### src/rtl/tt_frame_loader_if.sv
// Word-stream handshake between a configuration source and tt_frame_loader.
//   s_data  : 32-bit configuration word (source -> loader)
//   s_valid : s_data holds a word (source -> loader)
//   s_ready : loader takes the word at the next clock edge (loader -> source)
// A word moves when s_valid && s_ready on a rising clock edge.
interface tt_frame_loader_if #(
    parameter int unsigned DataWidth = 32
);
    logic [DataWidth-1:0] s_data;
    logic                 s_valid;
    logic                 s_ready;

    modport master (
        output s_data,
        output s_valid,
        input  s_ready
    );

    modport slave (
        input  s_data,
        input  s_valid,
        output s_ready
    );
endinterface

### src/rtl/tt_frame_loader.sv
// Configuration word loader for a two-row TinyTapeout tile column.
// Hunts for the sync word, decodes frame-address commands, collects one data
// word per row and fires a single-cycle one-hot FrameStrobe for that frame.
//
// Ports:
//   UserCLK      : clock
//   resetn       : asynchronous active-low reset
//   s            : word stream (slave side of tt_frame_loader_if)
//   FrameData    : row k = FrameData[k*FrameBitsPerRow +: FrameBitsPerRow]
//   FrameStrobe  : one-hot, one-cycle frame write strobe
//   cfg_active   : high from accepted sync until the return to idle
//   cfg_done     : one-cycle pulse after an accepted desync word
//   cfg_error    : sticky protocol error, cleared by the next sync word
//   frame_count  : strobes since the last sync word, saturating at 255
module tt_frame_loader #(
    parameter int unsigned FrameBitsPerRow = 32,
    parameter int unsigned MaxFramesPerCol = 20,
    parameter int unsigned NumRows         = 2,
    parameter logic [31:0] SyncWord        = 32'hFAB0_FAB1,
    parameter logic [31:0] DesyncWord      = 32'hFAB0_FAB0
) (
    input  logic                               UserCLK,
    input  logic                               resetn,
    tt_frame_loader_if.slave                   s,
    output logic [NumRows*FrameBitsPerRow-1:0] FrameData,
    output logic [MaxFramesPerCol-1:0]         FrameStrobe,
    output logic                               cfg_active,
    output logic                               cfg_done,
    output logic                               cfg_error,
    output logic [7:0]                         frame_count
);

    localparam int unsigned RowW = (NumRows > 1) ? $clog2(NumRows) : 1;

    typedef enum logic [1:0] {
        StIdle,
        StAddr,
        StData,
        StStrobe
    } state_e;

    state_e          state_q;
    logic [RowW-1:0] row_q;
    logic [4:0]      idx_q;

    logic xfer;
    logic is_sync;
    logic is_desync;
    logic addr_ok;
    logic last_row;

    // Decoded from the state register only, so no path from s_valid.
    assign s.s_ready = (state_q != StStrobe);

    assign xfer      = s.s_valid && s.s_ready;
    assign is_sync   = (s.s_data == SyncWord);
    assign is_desync = (s.s_data == DesyncWord);
    assign addr_ok   = (s.s_data[31:16] == 16'hF000) &&
                       (s.s_data[15:5] == 11'd0) &&
                       (32'(s.s_data[4:0]) < MaxFramesPerCol);
    assign last_row  = (32'(row_q) == NumRows - 1);

    always_ff @(posedge UserCLK or negedge resetn) begin
        if (!resetn) begin
            state_q     <= StIdle;
            row_q       <= '0;
            idx_q       <= '0;
            FrameData   <= '0;
            FrameStrobe <= '0;
            cfg_active  <= 1'b0;
            cfg_done    <= 1'b0;
            cfg_error   <= 1'b0;
            frame_count <= 8'd0;
        end else begin
            // Both are single-cycle pulses; any state that wants them re-asserts.
            FrameStrobe <= '0;
            cfg_done    <= 1'b0;

            unique case (state_q)
                StIdle: begin
                    if (xfer && is_sync) begin
                        state_q     <= StAddr;
                        cfg_error   <= 1'b0;
                        frame_count <= 8'd0;
                        cfg_active  <= 1'b1;
                    end
                end

                StAddr: begin
                    if (xfer) begin
                        if (is_desync) begin
                            state_q    <= StIdle;
                            cfg_done   <= 1'b1;
                            cfg_active <= 1'b0;
                        end else if (is_sync) begin
                            frame_count <= 8'd0;
                        end else if (addr_ok) begin
                            idx_q   <= s.s_data[4:0];
                            row_q   <= '0;
                            state_q <= StData;
                        end else begin
                            cfg_error  <= 1'b1;
                            cfg_active <= 1'b0;
                            state_q    <= StIdle;
                        end
                    end
                end

                StData: begin
                    // Data words are raw: markers are not decoded here.
                    if (xfer) begin
                        for (int k = 0; k < int'(NumRows); k++) begin
                            if (row_q == RowW'(k)) begin
                                FrameData[k*FrameBitsPerRow +: FrameBitsPerRow] <= s.s_data;
                            end
                        end
                        if (last_row) begin
                            // Strobe and count are registered so they appear
                            // together in the STROBE cycle.
                            for (int k = 0; k < int'(MaxFramesPerCol); k++) begin
                                FrameStrobe[k] <= (5'(k) == idx_q);
                            end
                            if (frame_count != 8'hFF) begin
                                frame_count <= frame_count + 8'd1;
                            end
                            state_q <= StStrobe;
                        end else begin
                            row_q <= row_q + RowW'(1);
                        end
                    end
                end

                StStrobe: begin
                    state_q <= StAddr;
                end

                default: begin
                    state_q <= StIdle;
                end
            endcase
        end
    end

endmodule

### src/flat_wrapper.sv
// flat-port wrapper written by rule: the top's interface ports become plain ports
module tt_frame_loader_flat 
#(
    parameter int unsigned FrameBitsPerRow = 32,
    parameter int unsigned MaxFramesPerCol = 20,
    parameter int unsigned NumRows         = 2,
    parameter logic [31:0] SyncWord        = 32'hFAB0_FAB1,
    parameter logic [31:0] DesyncWord      = 32'hFAB0_FAB0
)
  (UserCLK, resetn, FrameData, FrameStrobe, cfg_active, cfg_done, cfg_error, frame_count, s_s_data, s_s_valid, s_s_ready);
  tt_frame_loader_if s_i ();
  input  logic UserCLK;
  input  logic resetn;
  output logic [NumRows*FrameBitsPerRow-1:0] FrameData;
  output logic [MaxFramesPerCol-1:0] FrameStrobe;
  output logic cfg_active;
  output logic cfg_done;
  output logic cfg_error;
  output logic [7:0] frame_count;
  input wire logic [$bits(s_i.s_data)-1:0] s_s_data;
  input wire logic [$bits(s_i.s_valid)-1:0] s_s_valid;
  output wire logic [$bits(s_i.s_ready)-1:0] s_s_ready;
  assign s_i.s_data = s_s_data;
  assign s_i.s_valid = s_s_valid;
  assign s_s_ready = s_i.s_ready;
  tt_frame_loader #(.FrameBitsPerRow(FrameBitsPerRow), .MaxFramesPerCol(MaxFramesPerCol), .NumRows(NumRows), .SyncWord(SyncWord), .DesyncWord(DesyncWord)) u_core (.UserCLK(UserCLK), .resetn(resetn), .s(s_i), .FrameData(FrameData), .FrameStrobe(FrameStrobe), .cfg_active(cfg_active), .cfg_done(cfg_done), .cfg_error(cfg_error), .frame_count(frame_count));
endmodule
### config.mk
export PLATFORM = sky130hd
export DESIGN_NAME = tt_frame_loader_flat
export DESIGN_NICKNAME = d
export VERILOG_FILES = /design/src/rtl/tt_frame_loader_if.sv /design/src/rtl/tt_frame_loader.sv /design/src/flat_wrapper.sv
export SDC_FILE = /design/constraint.sdc
export NUM_CORES = 1
export LEC_CHECK = 0
export BUFFER_PORTS_ARGS = -buffer_cell sky130_fd_sc_hd__buf_2
export CAP_MARGIN = 20
export CELL_PAD_IN_SITES_DETAIL_PLACEMENT = 1
export CELL_PAD_IN_SITES_GLOBAL_PLACEMENT = 1
export CORE_UTILIZATION = 30
export CTS_CLUSTER_DIAMETER = 50
export DETAILED_ROUTE_END_ITERATION = 8
export PLACE_DENSITY_LB_ADDON = 0.1
export SETUP_SLACK_MARGIN = 0.02
export SKIP_CTS_REPAIR_TIMING = 1
export SKIP_LAST_GASP = 1
export SYNTH_ARGS = -nofsm -noshare
export SYNTH_HDL_FRONTEND = slang
export SYNTH_SLANG_ARGS = --single-unit
### constraint.sdc
create_clock -name UserCLK -period 2.45 [get_ports UserCLK]
set_input_delay 0.1225 -clock UserCLK [delete_from_list [all_inputs] [get_ports UserCLK]]
set_output_delay 0.1225 -clock UserCLK [all_outputs]
set_load 0.1 [all_outputs]
After elaboration in Yosys (flattened, before gate mapping) --
Cells that the tools add are included.
Word-level totals: bits in registers 103, output and inout port bits 96, word-level logic and storage cells 114, bits of input ports 35
Cells by class: bitwise operators 3, order comparisons 1, equal/unequal tests 39, muxes and demuxes 41, reductions and logical operators 18, $add $sub $neg 2
Operator list (count):
- == test 32 bit (second input constant) | 2
- two-way mux 20 bit | 3
- two-way mux 8 bit | 7
- == test 4 x 5 -> 1 bit (first input constant) | 8
- case mux 8 bit (3 select lines) | 1
- == test 3 x 5 -> 1 bit (first input constant) | 4
- == test 5 bit (first input constant) | 4
- two-way mux 1 bit | 19
- == test 16 bit (second input constant) | 1
- AND reduction 5 bit | 3
- two-way mux 2 bit | 7
- inequality test 2 x 1 -> 1 bit (second input constant) | 7
- AND reduction 6 bit | 2
- logical NOT 11 bit | 1
- == test 2 x 5 -> 1 bit (first input constant) | 2
- adder 8 x 1 -> 8 bit (second input constant) | 1
- inequality test 2 bit (second input constant) | 4
- inequality test 8 bit (second input constant) | 1
- case mux 2 bit (4 select lines) | 1
- AND reduction 8 bit | 1
- case mux 1 bit (2 select lines) | 3
- AND reduction 3 bit | 2
- == test 1 x 5 -> 1 bit (first input constant) | 1
- logical NOT 5 bit | 1
- 11 further kinds | 18

Longest topological paths before layout --
depth in word-level cells 8, mapped depth 8, depth with buffers taken out 7

Worst setup path after synthesis --
OpenSTA, ideal clock, no wires.
kind flip-flop to flip-flop, start reg u_core.frame_count[0], end reg u_core.frame_count[0], slack 0.133 ns, buffers on the path 0, stages on the path, launching flop included 7, arrival 2.191 ns, required time 2.323 ns, library setup time 0.127 ns, period minus slack after synthesis 2.317 ns, cell sequence dfrtp_1 ha_1 nand4_1 nor2_1 a221oi_2 o21a_4 mux2_4
Between the ends: word-level cells in the longest chain between the ends 5, elaborated cells on any way between the ends 8, those cells by class add/sub: 1; eq/ne: 2; mux: 4; reduce/logical: 1
RTL lines:
- start: declaration | line tt_frame_loader.sv:30 | output logic [7:0] frame_count
- start signal: assignment | line tt_frame_loader.sv:124 | frame_count <= frame_count + 8'd1;
- adder 8 x 1 -> 8 bit | line tt_frame_loader.sv:124
- two-way mux 8 bit | line tt_frame_loader.sv:123 | if (frame_count != 8'hFF) begin
- two-way mux 8 bit | line tt_frame_loader.sv:117 | if (last_row) begin
- two-way mux 8 bit | line tt_frame_loader.sv:111 | if (xfer) begin
- case mux 8 bit (3 select lines) | line tt_frame_loader.sv:79 | unique case (state_q)
Several ways; a longest one is shown, not always the timed one. The select of a mux whose other input is x is not followed. A chain may end at the register's enable or synchronous reset.

Final worst setup path --
start reg u_core.state_q[0], end reg u_core.frame_count[0]
Between the ends: word-level cells in the longest chain between the ends 5, elaborated cells on any way between the ends 16, those cells by class eq/ne: 10; mux: 1; reduce/logical: 5
RTL lines:
- start: declaration | line tt_frame_loader.sv:42 | state_e state_q;
- start signal: assignment | line tt_frame_loader.sv:65 | state_q <= StIdle;
- start signal: assignment | line tt_frame_loader.sv:82 | state_q <= StAddr;
- start signal: assignment | line tt_frame_loader.sv:92 | state_q <= StIdle;
- inequality test 2 bit | line tt_frame_loader.sv:53 | assign s.s_ready = (state_q != StStrobe);
- logical AND 1 bit | line tt_frame_loader.sv:55 | assign xfer = s.s_valid && s.s_ready;
- logical AND 1 bit | line tt_frame_loader.sv:81 | if (xfer && is_sync) begin
- inequality test 2 x 1 -> 1 bit (no source line)
- AND reduction 8 bit (no source line)
Several ways; a longest one is shown, not always the timed one.

==> out/metrics.yaml <==
worstReg2RegEnd: "u_core.frame_count[0]$_DFFE_PN0P_"
crit_required_ns: 2.68
grt_max_degree: 53
whs_ns: -0.00694
maxSlewViolCount: 0
drtPass1Iterations: 4
synthArstFlopShare_pct: 100
max_cap_violations: 0
cts-root-buf: "clkbuf_16"
drt_wl_total_um: 12200
synth-edff-count: 0
drive_gt1_share_pct: 37.4
ant_nets: 0
cts_tree: "built"
grt_util_all_layers_pct: 17.2
synth_top_area_share_pct: 58.7
synth_area_leaders: "dfrtp_1 (59%), mux2_2 (9.5%), nand2_1 (9.2%)"
cts_buffers: 9
internal-power_mw: 2.70
switching_share_pct: 29.7
grt_pass1_wl_um: 19500
min_from: "s_s_data[30]"
worstSkewPairLatency_ns: 0.35
die_h_um: 123
io_pins: 131
antenna_found_initial: 0
nets: 576
setup_viol: 0
cp_max_fo: 7
synth.yosys.seq_area_share_pct: 58.7
hp-class: "in -> reg"
h-tree-depth: 3
r2r_cells: 5
synth_top_area_cell: "dfrtp_1"
critPathCaptureType: "register"
wl_per_cell_um: 17.0
pwr-share-seq_pct: 46.0
yosys-top-cells-count: "nand2_1 (108), dfrtp_1 (103), mux2_2 (37)"
worstSetupPathType: "reg -> reg"
reg2reg_slack_ns: 0.23
period_share_pct: 90.8
peakVddDrop_v: 0.000302
crit_slowest_cell: "a221oi_2"
combPwrFrac_pct: 16.7
syn2layout_area_growth_pct: 27.0
status: "finished, violations left"
tightestPinTransition_ns: 0.511
grt_setup_unrepaired: "no"
post-synth-top-count-cell: "nand2_1"
vias: 3442
cts_sinks: 103
violations: "negative hold slack"
start_util_pct: 31.1
ys_ff_latch: 103
critPathLaunch: "u_core.state_q[0]$_DFFE_PN0P_"
setup_ws_ns: 0.226
skew_ns: 0.00797
crit_path_max_incr_delay_ns: 0.54
max_freq_ghz: 0.450
start_kind: "register"
power.leakage_nw: 2.95
first_global_vias: 3519
relSlewSlack_pct: 66.0
n_antenna_cell: 0
gp_congestion: 0.763
die_area_um2: 15100
p_clk_share_pct: 37.3
setup_tns_ns: 0
ys_warn_count: 0
synth_area_um2: 4390
clk_pin_slew_worst_paths_ns: 0.08
synth_nets: 443
viasPerCell: 4.78
min_to: "u_core.FrameData[62]$_DFFE_PN0P_"
path_cells: "ha_1 -> or2b_1 -> a221oi_2 -> o21a_4 -> mux2_4"
p_switching_mw: 1.14
std_cell_rows: 43
clockBufferDepth: 2
ys.flop_type: "dfrtp_1"
hpwlAfterDp_um: 9050
cellPowerDensity_nw_per_um2: 688
die_x_um: 123
overflow: 0
hold_depth: 3
portBuffers: 130
final.min_clock_period_ns: 2.22
arrival_ns: 2.46
avgSynthCellArea_um2: 10.9
drtIter0Drc: 150
syn_inst: 402
r2r_start: "u_core.state_q[0]$_DFFE_PN0P_"
hold_viol: 1
drc: 0
fp.coreArea_um2: 14100
pre_cts_ws_ns: 0.203
synth_cell_types: 50
-- routing by layer --
layer	part of all wire, %	track usage (%)
met1	49	24.2
met2	46	26.5
met3	4.4	3.97
met4	0.96	4.97
met5	0	0
-- layout by cell type (no fill, tap or decap), types with 6 or more instances in the layout --
| master | n |
|---|---|
| buf_2 | 129 |
| buf_4 | 7 |
| clkbuf_16 | 9 |
| dfrtp_1 | 103 |
| ha_1 | 6 |
| inv_1 | 12 |
| mux2_2 | 37 |
| nand2_1 | 108 |
| nand3_1 | 7 |
| nand4_1 | 7 |
| nor2_1 | 28 |
| nor3_1 | 7 |
| nor4_1 | 8 |
-- cell families (layout without fill, tap and decap cells) --
group	Yosys count	count (layout)	share of synthesized area (%)
buffers and inverters	29	167	2.96
AOI/OAI and AO/OA	33	33	6.07
adders and majority gates	6	6	1.71
and+or+nand+nor	189	189	19.8
DFF	103	103	58.7
muxes	42	42	10.7
-- how the worst max path moves through the flow --
stage | depth (start not counted) | endpoint | slack (ns)
2_1_floorplan | 6 | u_core.frame_count[0]$_DFFE_PN0P_ | 0.13
3_3_place_gp | 5 | u_core.frame_count[0]$_DFFE_PN0P_ | 0.31
3_5_place_dp | 5 | u_core.frame_count[0]$_DFFE_PN0P_ | 0.20
4_1_cts | 5 | u_core.frame_count[0]$_DFFE_PN0P_ | 0.20
5_1_grt | 5 | u_core.frame_count[0]$_DFFE_PN0P_ | 0.08
6_report | 5 | u_core.frame_count[0]$_DFFE_PN0P_ | 0.23
-- registers in the layout, indices dropped and copies added (netlist names) --
register            flops
u_core.FrameData       64
u_core.FrameStrobe     20
u_core.frame_count      8
u_core.idx_q            5
u_core.state_q          2
u_core.cfg_active       1
u_core.cfg_done         1
u_core.cfg_error        1
u_core.last_row         1
-- through the flow --
| stage | total power [mW] | cell area [um2] | hold slack, ns | instances | util [%] |
|---|---|---|---|---|---|
| after floorplan | 2.25 | 4390 | -0.173 | 402 | - |
| after detailed placement | 2.44 | 5280 | 0.0733 | 703 | 37.4 |
| after global routing | 4.01 | 5580 | 0.0127 | 720 | 39.6 |
| final | 3.83 | 5580 | -0.00694 | 720 | 39.6 |
| after CTS | 3.90 | 5570 | -0.305 | 719 | 39.5 |
| after global placement | 2.42 | 5280 | 0.0682 | 703 | 37.4 |
-- cell type report --
cell class	instances	area [um2]
flip-flops and latches	103	2580
clock buffers	11	233
multi-input cells	270	1690
inverters	12	45.0
fillers	1635	8520
clock inverters	5	57.6
well taps	180	225
repair buffers	139	748
-- worst max-delay path: cells and delay by family, from the launching register on --
family | cells | cell delay (ns)
fa+ha+maj | 1 | 0.24
compound gates | 2 | 0.80
simple gates | 1 | 0.34
mux | 1 | 0.30
flops | 1 | 0.43
-- power groups by stage --
stage	clock network [mW]	registers (mW)	logic, mW
floorplan	0	2.00	0.246
global placement	0	1.79	0.632
detailed placement	0	1.80	0.647
CTS	1.49	1.76	0.648
global route	1.55	1.77	0.690
finish	1.43	1.76	0.640
Power figures use the tool's default switching activity.
